--- config.mk ---
export PLATFORM = sky130hd
export DESIGN_NAME = run_ctrl
export DESIGN_NICKNAME = d
export VERILOG_FILES = /design/src/rtl/run_ctrl_pkg.sv /design/src/rtl/cyc_counter.sv /design/src/rtl/run_ctrl.sv
export SDC_FILE = /design/constraint.sdc
export NUM_CORES = 1
export LEC_CHECK = 0
export CORE_ASPECT_RATIO = 0.9
export CORE_MARGIN = 1
export CORE_UTILIZATION = 50
export DETAILED_ROUTE_END_ITERATION = 16
export DONT_BUFFER_PORTS = 1
export RECOVER_POWER = 25
export SYNTH_ARGS = -nofsm -noshare
export SYNTH_HDL_FRONTEND = slang
export SYNTH_SLANG_ARGS = --single-unit
--- constraint.sdc ---
create_clock -name clk -period 2.75 [get_ports clk]
set_clock_uncertainty 0.1 [all_clocks]
set_input_delay 0.275 -clock clk [delete_from_list [all_inputs] [get_ports clk]]
set_output_delay 0.275 -clock clk [all_outputs]
set_load 0.01 [all_outputs]
--- src/rtl/run_ctrl_pkg.sv ---
// rtl/run_ctrl_pkg.sv - shared state encoding, memory map and counter sizing for run_ctrl
package run_ctrl_pkg;

    typedef enum logic [3:0] {
        IDLE,
        WR_LO,
        WR_HI,
        START,
        RUN,
        RD_LO,
        RD_HI,
        RD_CAP,
        RESP
    } state_t;

    localparam int unsigned OP_LO  = 0;
    localparam int unsigned OP_HI  = 1;
    localparam int unsigned RES_LO = 2;
    localparam int unsigned RES_HI = 3;

    function automatic int cnt_width(input int a, input int b);
        int m;
        m = (a > b) ? a : b;
        return $clog2(m + 1);
    endfunction

endpackage

--- src/rtl/cyc_counter.sv ---
// rtl/cyc_counter.sv - loadable down-counter; expire flags the last enabled cycle of a count
module cyc_counter #(
    parameter int W = 9
) (
    input  logic         clk,
    input  logic         rst_n,
    input  logic         load,
    input  logic [W-1:0] load_val,
    input  logic         en,
    output logic         expire
);

    logic [W-1:0] cnt;

    always_ff @(posedge clk or negedge rst_n) begin
        if (!rst_n) begin
            cnt <= '0;
        end else if (load) begin
            cnt <= load_val;
        end else if (en && cnt != '0) begin
            cnt <= cnt - 1'b1;
        end
    end

    assign expire = en && (cnt == W'(1));

endmodule

--- src/rtl/run_ctrl.sv ---
// rtl/run_ctrl.sv - operand write, core start/run, result read-back controller
// Optional RUN_CTRL_TIMEOUT_EN: abort RUN after TIMEOUT_CYC cycles with an all-ones timeout result.
module run_ctrl
    import run_ctrl_pkg::*;
#(
    parameter int START_CYC   = 2,
    parameter int TIMEOUT_CYC = 400,
    parameter int ADDR_W      = 8
) (
    input  logic              clk,
    input  logic              reset,
    input  logic              req_valid,
    output logic              req_ready,
    input  logic [15:0]       req_data,
    output logic              rsp_valid,
    input  logic              rsp_ready,
    output logic [15:0]       rsp_data,
    output logic              rsp_timeout,
    output logic              core_start,
    input  logic              core_done,
    output logic [ADDR_W-1:0] mem_addr,
    output logic [7:0]        mem_wdata,
    output logic              mem_we,
    input  logic [7:0]        mem_rdata
);

    localparam int CW = cnt_width(START_CYC, TIMEOUT_CYC);

    state_t      state;
    state_t      state_nxt;
    logic [15:0] op;
    logic [15:0] rsp_q;
    logic        tmo_q;
    logic        start_exp;
    logic        run_tmo;

    cyc_counter #(.W(CW)) u_start_cnt (
        .clk      (clk),
        .rst_n    (reset),
        .load     (state == WR_HI),
        .load_val (CW'(START_CYC)),
        .en       (state == START),
        .expire   (start_exp)
    );

`ifdef RUN_CTRL_TIMEOUT_EN
    cyc_counter #(.W(CW)) u_tmo_cnt (
        .clk      (clk),
        .rst_n    (reset),
        .load     (state == START),
        .load_val (CW'(TIMEOUT_CYC)),
        .en       (state == RUN),
        .expire   (run_tmo)
    );
`else
    assign run_tmo = 1'b0;
`endif

    always_ff @(posedge clk or negedge reset) begin
        if (!reset) begin
            state <= IDLE;
            op    <= '0;
            rsp_q <= '0;
            tmo_q <= 1'b0;
        end else begin
            state <= state_nxt;
            if (state == IDLE && req_valid) begin
                op    <= req_data;
                tmo_q <= 1'b0;
            end
            // core_done wins over a timeout expiring on the same edge
            if (state == RUN && !core_done && run_tmo) begin
                rsp_q <= 16'hFFFF;
                tmo_q <= 1'b1;
            end
            if (state == RD_HI) rsp_q[7:0]  <= mem_rdata;
            if (state == RD_CAP) rsp_q[15:8] <= mem_rdata;
        end
    end

    always_comb begin
        state_nxt  = state;
        req_ready  = 1'b0;
        rsp_valid  = 1'b0;
        core_start = 1'b0;
        mem_we     = 1'b0;
        mem_addr   = '0;
        mem_wdata  = '0;
        case (state)
            IDLE: begin
                req_ready = 1'b1;
                if (req_valid) state_nxt = WR_LO;
            end
            WR_LO: begin
                mem_we    = 1'b1;
                mem_addr  = ADDR_W'(OP_LO);
                mem_wdata = op[7:0];
                state_nxt = WR_HI;
            end
            WR_HI: begin
                mem_we    = 1'b1;
                mem_addr  = ADDR_W'(OP_HI);
                mem_wdata = op[15:8];
                state_nxt = START;
            end
            START: begin
                core_start = 1'b1;
                if (start_exp) state_nxt = RUN;
            end
            RUN: begin
                if (core_done) state_nxt = RD_LO;
                else if (run_tmo) state_nxt = RESP;
            end
            RD_LO: begin
                mem_addr  = ADDR_W'(RES_LO);
                state_nxt = RD_HI;
            end
            RD_HI: begin
                mem_addr  = ADDR_W'(RES_HI);
                state_nxt = RD_CAP;
            end
            RD_CAP: state_nxt = RESP;
            RESP: begin
                rsp_valid = 1'b1;
                if (rsp_ready) state_nxt = IDLE;
            end
            default: state_nxt = IDLE;
        endcase
    end

    assign rsp_data    = rsp_q;
    assign rsp_timeout = tmo_q;

endmodule

==> flow_metrics.py, run 1 <==
metrics = {
    "sta": {
        "setup_viol": 0,
        "timing.final.hold_violations": 0,
        "fin_crit_sh_pct": 86.8,
        "relSlewSlack_pct": 27.3,
        "rsz0062_at_grt": "no",
        "fmax_mhz": 419,
        "min_period_ps": 2390,
        "worst_pin_slew_ps": 1090,
        "final_max_slew_viol_count": 0,
        "setup_tns_ps": 0,
    },
    "route": {
        "viasPerCell": 5.96,
        "drt-total-wl_mm": 3.90,
        "drt-initial-drc-count": 90,
        "dr.pass1.iters": 4,
        "vias": 1312,
        "ant_nets": 0,
        "routedWlPerCell_um": 17.7,
        "drcViolationCount": 0,
    },
    "clock_network": {
        "hold_buffers": 2,
        "cts_buffers": 5,
        "path_clk_slew_ps": 80,
        "post-cts-setup-buffers": 0,
        "htree_num_levels": 2,
        "cts_tree": "yes",
        "clk_latency_ps": 300,
        "cts.sinks": 45,
        "clock_path_buffers": 2,
        "cts-root-buf": "clkbuf_8",
        "cts_resized": 0,
    },
    "die": {
        "start_util_pct": 54.1,
        "dieHeight_um": 63.1,
        "die-area_sq_um": 4410,
        "die_x_um": 69.9,
        "core-area_sq_um": 3840,
        "ioPinCount": 66,
        "placementRows": 21,
    },
    "place": {
        "place_hpwl_mm": 2.86,
        "routabilityCongestion": 0.785,
        "dpl_cell_area_sq_um": 2090,
        "numPortBuffers": 0,
    },
    "critical_path": {
        "critPathKind": "flip-flop to output port",
        "worst_setup_path_end_kind": "output port",
        "cp_data_required_time_ps": 2380,
        "critPathArrivalTime_ps": 2010,
        "critPathMaxFanout": 11,
        "worst_setup_path_start_kind": "flip-flop",
    },
    "cells_and_area": {
        "fill_cells": 334,
        "antenna_cells": 0,
        "area_growth_pct": 6.09,
        "drive_gt1_share_pct": 27.0,
        "final_area_sq_um": 2200,
        "nets": 206,
    },
    "synth": {
        "ys_ff_latch": 45,
        "synth-edff-count": 0,
        "yosysSeqAreaShare_pct": 54.3,
        "postSynth.asyncResetShare_pct": 100,
        "synth_area_sq_um": 2070,
        "avgSynthCellArea_sq_um": 12.2,
        "yosysWarnings": 0,
        "synth_cell_types": 31,
        "synth_flop_cell": "dfrtp_1",
        "netlist_instances": 170,
    },
    "global_routing": {
        "grt_max_degree": 46,
        "antenna_found_initial": 0,
        "overflow": 0,
        "track_usage_pct": 19.3,
        "grt_pass1_vias": 1375,
        "grt_pass1_wl_mm": 6.66,
    },
    "worst_hold_path": {
        "min_path_type": "primary input to flip-flop",
    },
    "power_and_ir_drop": {
        "vdd.ir_drop.worst_uv": 596,
        "pwr_density_cell_nw_per_um2": 1200,
        "leakage_nw": 0.975,
    },
    "flow_run": {
        "drv_cap": 0,
    },
    "status": {
        "outcome": "complete, no violations",
    },
}
==> cell families after synthesis <==
kind of cell,count (synthesis),synth area share (%)
flops,45,54.3
simple gates,43,11.9
mux,33,17.9
compound gates,27,8.99
buf+inv,17,4.52
fa+ha+maj,3,1.81
other cells,1,0.181
xor+xnor,1,0.422
==> area by class of cell <==
class | count | area, sq um | area share, %
Inverter | 2 | 7.51 | 0.341
Multi-Input combinational cell | 114 | 877 | 39.9
Sequential cell | 45 | 1130 | 51.2
Clock buffer | 5 | 68.8 | 3.13
Tap cell | 46 | 57.6 | 2.62
Timing Repair Buffer | 6 | 47.5 | 2.16
Clock inverter | 2 | 16.3 | 0.739
==> Yosys cell counts (all sizes together) (3+ instances only) <==
cell    instances  area, sq um
nand2b          4         25.0
or3             3         18.8
ha              3         37.5
nor2            6         22.5
a22o            8         70.1
nand3           3         15.0
o31ai           4         30.0
nor3            5         25.0
or4             4         30.0
clkbuf          7         26.3
a21oi           5         25.0
dfrtp          45         1130
nand2           9         33.8
o21ai           6         30.0
mux2           32          360
buf             8         60.1
==> placed cells by master, fill, tap and decap left out <==
cell type,netlist,routed
dfrtp_1,45,45
xnor2_1,1,1
dlygate4sd3_1,0,2
a22o_1,8,8
clkbuf_2,0,1
mux2_2,32,32
and4bb_2,1,1
ha_1,3,3
o41ai_1,1,1
or4b_4,1,1
nor3_1,5,5
or3b_1,1,1
o21ai_0,6,6
clkbuf_8,0,5
o211ai_1,2,2
a21oi_1,5,5
inv_1,2,2
o31ai_1,4,4
mux2i_1,1,1
or2_2,2,2
or3_1,3,3
or4_1,4,4
nand3_1,3,3
nand4b_1,1,1
buf_4,8,3
clkinv_4,0,1
nand2b_1,4,4
conb_1,1,7
clkinvlp_4,0,1
nor4b_1,1,1
nor2_1,6,6
nor2b_1,1,1
a211oi_1,1,1
nand2_1,9,9
nor4_1,1,1
==> where the power goes <==
| part | switching [W] | leakage (nW) | total (W) | internal [W] |
|---|---|---|---|---|
| sequential | 0.000283 | 0.557 | 0.00124 | 0.000960 |
| clock | 0.000216 | 0.0402 | 0.000391 | 0.000175 |
| combinational | 0.000528 | 0.378 | 0.00101 | 0.000480 |
==> per-stage QoR <==
step | worst slack, ps | cells | total power (W) | hold WS, ps | util, %
floorplan | 612 | 176 | 0.00203 | -121 | -
global placement | 644 | 210 | 0.00221 | -120 | 54.5
detailed placement | 575 | 210 | 0.00226 | -120 | 54.5
CTS | 343 | 219 | 0.00268 | 9.41 | 57.7
global route | 230 | 220 | 0.00284 | 1.94 | 57.4
finish | 364 | 220 | 0.00264 | 17.5 | 57.4
==> critical path: stages, from the launching register on <==
cell and delay, ps:
dfrtp_1 480, or3b_1 450, nor2_1 470, a22o_1 310
==> path summary, 6_finish.rpt <==
kind | from | end | slack, ps | depth (start not counted)
worst max-delay path | state[3]$_DFFE_PN0P_ | mem_wdata[7] | 360 | 3
worst min-delay path | req_data[9] | op[9]$_DFFE_PN0P_ | 20 | 1
worst max register to register | state[3]$_DFFE_PN0P_ | u_start_cnt.cnt[7]$_DFFE_PN0P_ | 540 | 4
worst min register to register | op[6]$_DFFE_PN0P_ | op[6]$_DFFE_PN0P_ | 410 | 1
max in group asynchronous | reset | u_start_cnt.cnt[4]$_DFFE_PN0P_ | 1260 | 2
min in group asynchronous | reset | op[5]$_DFFE_PN0P_ | 640 | 2
==> registers in the layout, summed over array words and instances, names as in the netlist <==
| name | flops |
|---|---|
| op | 16 |
| rsp_data | 16 |
| state | 4 |
| u_start_cnt.cnt | 9 |
==> layer usage <==
metal	global-route usage [%]	part of all wire, %
met4	4.75	0.36
met3	8.00	7.4
met2	31.4	49
met5	0	0
met1	23.9	43
Note: power is estimated with default switching activity, not from simulation.
==> run 2: changes to the inputs <==
- BUFFER_PORTS_ARGS: default -> -buffer_cell sky130_fd_sc_hd__buf_4
- DONT_BUFFER_PORTS: 1 -> default
- PLACE_DENSITY: default -> 0.79
- SLEW_MARGIN: default -> 20
- clock period: 2.75 -> 2.6 ns (I/O delays scaled with it)
==> run 2 against run 1 <==
Against the previous run: non-clock buffer count increased by 57; global-route usage increased by 3.1 points; cell count increased by 26%; die area unchanged; clock power increased by 18%; sequential cell count unchanged; sequential power about the same; largest power group is now combinational cells.
==> flow_metrics.py, run 2 (synthesis results as in run 1) <==
metrics = {
    "clock_network": {
        "cts_resized": 0,
        "cts-root-buf": "clkbuf_8",
        "htree_num_levels": 2,
        "cts.sinks": 45,
        "hold_buffers": 1,
        "clock_path_buffers": 2,
        "post-cts-setup-buffers": 0,
        "path_clk_slew_ps": 90,
        "cts_tree": "yes",
        "cts_buffers": 5,
        "clk_latency_ps": 300,
    },
    "critical_path": {
        "startpoint": "u_start_cnt.cnt[5]$_DFFE_PN0P_",
        "r2r_start": "u_start_cnt.cnt[5]$_DFFE_PN0P_",
        "worst_setup_path_end_kind": "flip-flop",
        "worst_setup_path_start_kind": "flip-flop",
        "critPathKind": "flip-flop to flip-flop",
        "cp_data_required_time_ps": 2720,
        "critPathArrivalTime_ps": 2310,
        "critPathMaxFanout": 6,
    },
    "route": {
        "routedWlPerCell_um": 15.8,
        "dr_wl_met2_mm": 2.13,
        "drcViolationCount": 0,
        "viasPerCell": 5.57,
        "wl_met3_um": 268,
        "ant_nets": 0,
        "top_layer": "met4",
        "vias": 1548,
        "drt-total-wl_mm": 4.39,
        "wl_met1_mm": 1.94,
        "drt-initial-drc-count": 115,
        "dr.pass1.iters": 4,
    },
    "cells_and_area": {
        "antenna_cells": 0,
        "nets": 263,
        "area_growth_pct": 27.3,
        "fill_cells": 289,
        "drive_gt1_share_pct": 45.7,
        "final_cell_mix": "61 x buf_4, 45 x dfrtp_1, 32 x mux2_2, 9 x nand2_1, 8 x a22o_1",
        "final_common_cell": "buf_4",
        "utilization_pct": 68.8,
    },
    "worst_hold_path": {
        "min-delay-start": "req_data[8]",
        "min_path_type": "primary input to flip-flop",
    },
    "global_routing": {
        "grt_max_degree": 46,
        "track_usage_pct": 22.3,
        "grt_pass1_vias": 1592,
        "overflow": 0,
        "grt_pass1_wl_mm": 7.67,
        "antenna_found_initial": 0,
    },
    "place": {
        "place_hpwl_mm": 3.10,
        "routabilityCongestion": 0.832,
        "numPortBuffers": 58,
    },
    "power_and_ir_drop": {
        "leakage_nw": 1.27,
        "vdd.ir_drop.worst_uv": 668,
        "pwr_density_cell_nw_per_um2": 1230,
    },
    "sta": {
        "relSlewSlack_pct": 26.8,
        "worst_pin_slew_ps": 1100,
        "fmax_mhz": 455,
        "final_max_slew_viol_count": 0,
        "fin_crit_sh_pct": 84.5,
        "setup_tns_ps": 0,
        "rsz0062_at_grt": "no",
        "timing.final.hold_violations": 0,
        "min_period_ps": 2200,
        "setup_viol": 0,
    },
    "die": {
        "die_x_um": 69.9,
        "core-area_sq_um": 3840,
        "die-area_sq_um": 4410,
        "placementRows": 21,
        "start_util_pct": 54.1,
        "ioPinCount": 66,
        "dieHeight_um": 63.1,
    },
    "status": {
        "outcome": "complete, no violations",
    },
    "flow_run": {
        "drv_cap": 0,
    },
}
-- run 2: cell types whose count changed in the layout (fill, tap and decap cells not counted), sizes merged --
cell	change
dlygate4sd3	-1
clkbuf	+1
clkinv	-1
buf	+58
inv	+1
-- run 2: layout make-up --
| cell class | count | area [sq um] | share of cell area (%) |
|---|---|---|---|
| clock buffer | 6 | 82.6 | 3.13 |
| clock inverter | 2 | 16.3 | 0.616 |
| inverter | 2 | 7.51 | 0.284 |
| multi-input combinational | 114 | 877 | 33.2 |
| sequential | 45 | 1130 | 42.7 |
| tap | 46 | 57.6 | 2.18 |
| timing repair buffer | 63 | 473 | 17.9 |
-- run 2: report_power, final --
group	leakage [nW]	switching, W	internal [W]
Sequential	0.557	0.000231	0.00101
Clock	0.0478	0.000244	0.000219
Combinational	0.661	0.000711	0.000817
-- run 2: critical path: stages (launching register included) --
cell      delay, ps
dfrtp_1         440
or4_1           650
o41ai_1         670
nand2_1         140
o211ai_1        120
-- run 2: through the flow --
| step | std cells | total power (W) | setup slack [ps] | instance area (sq um) | hold WS, ps |
|---|---|---|---|---|---|
| CTS | 278 | 0.00326 | 421 | 2640 | 78.1 |
| global placement | 269 | 0.00274 | 488 | 2530 | 197 |
| global route | 278 | 0.00349 | 272 | 2640 | 69.4 |
| floorplan | 176 | 0.00214 | 462 | 2100 | -136 |
| finish | 278 | 0.00324 | 404 | 2640 | 80.3 |
| detailed placement | 269 | 0.00279 | 443 | 2530 | 189 |
-- run 2: worst paths after layout --
path	slack, ps	end	cells past startpoint
min in group asynchronous	590	state[1]$_DFFE_PN0P_	2
min reg2reg	410	op[15]$_DFFE_PN0P_	1
max in group asynchronous	1130	rsp_data[8]$_DFFE_PN0P_	2
max reg2reg	400	u_start_cnt.cnt[1]$_DFFE_PN0P_	4
min	80	op[8]$_DFFE_PN0P_	2
max	400	u_start_cnt.cnt[1]$_DFFE_PN0P_	4
-- run 2: per-layer routing --
layer  up-vias  GRT usage (%)
met5         -              0
met4         0           6.50
met3         7           6.56
met2        47           36.2
met1       766           29.3
li1        728              -
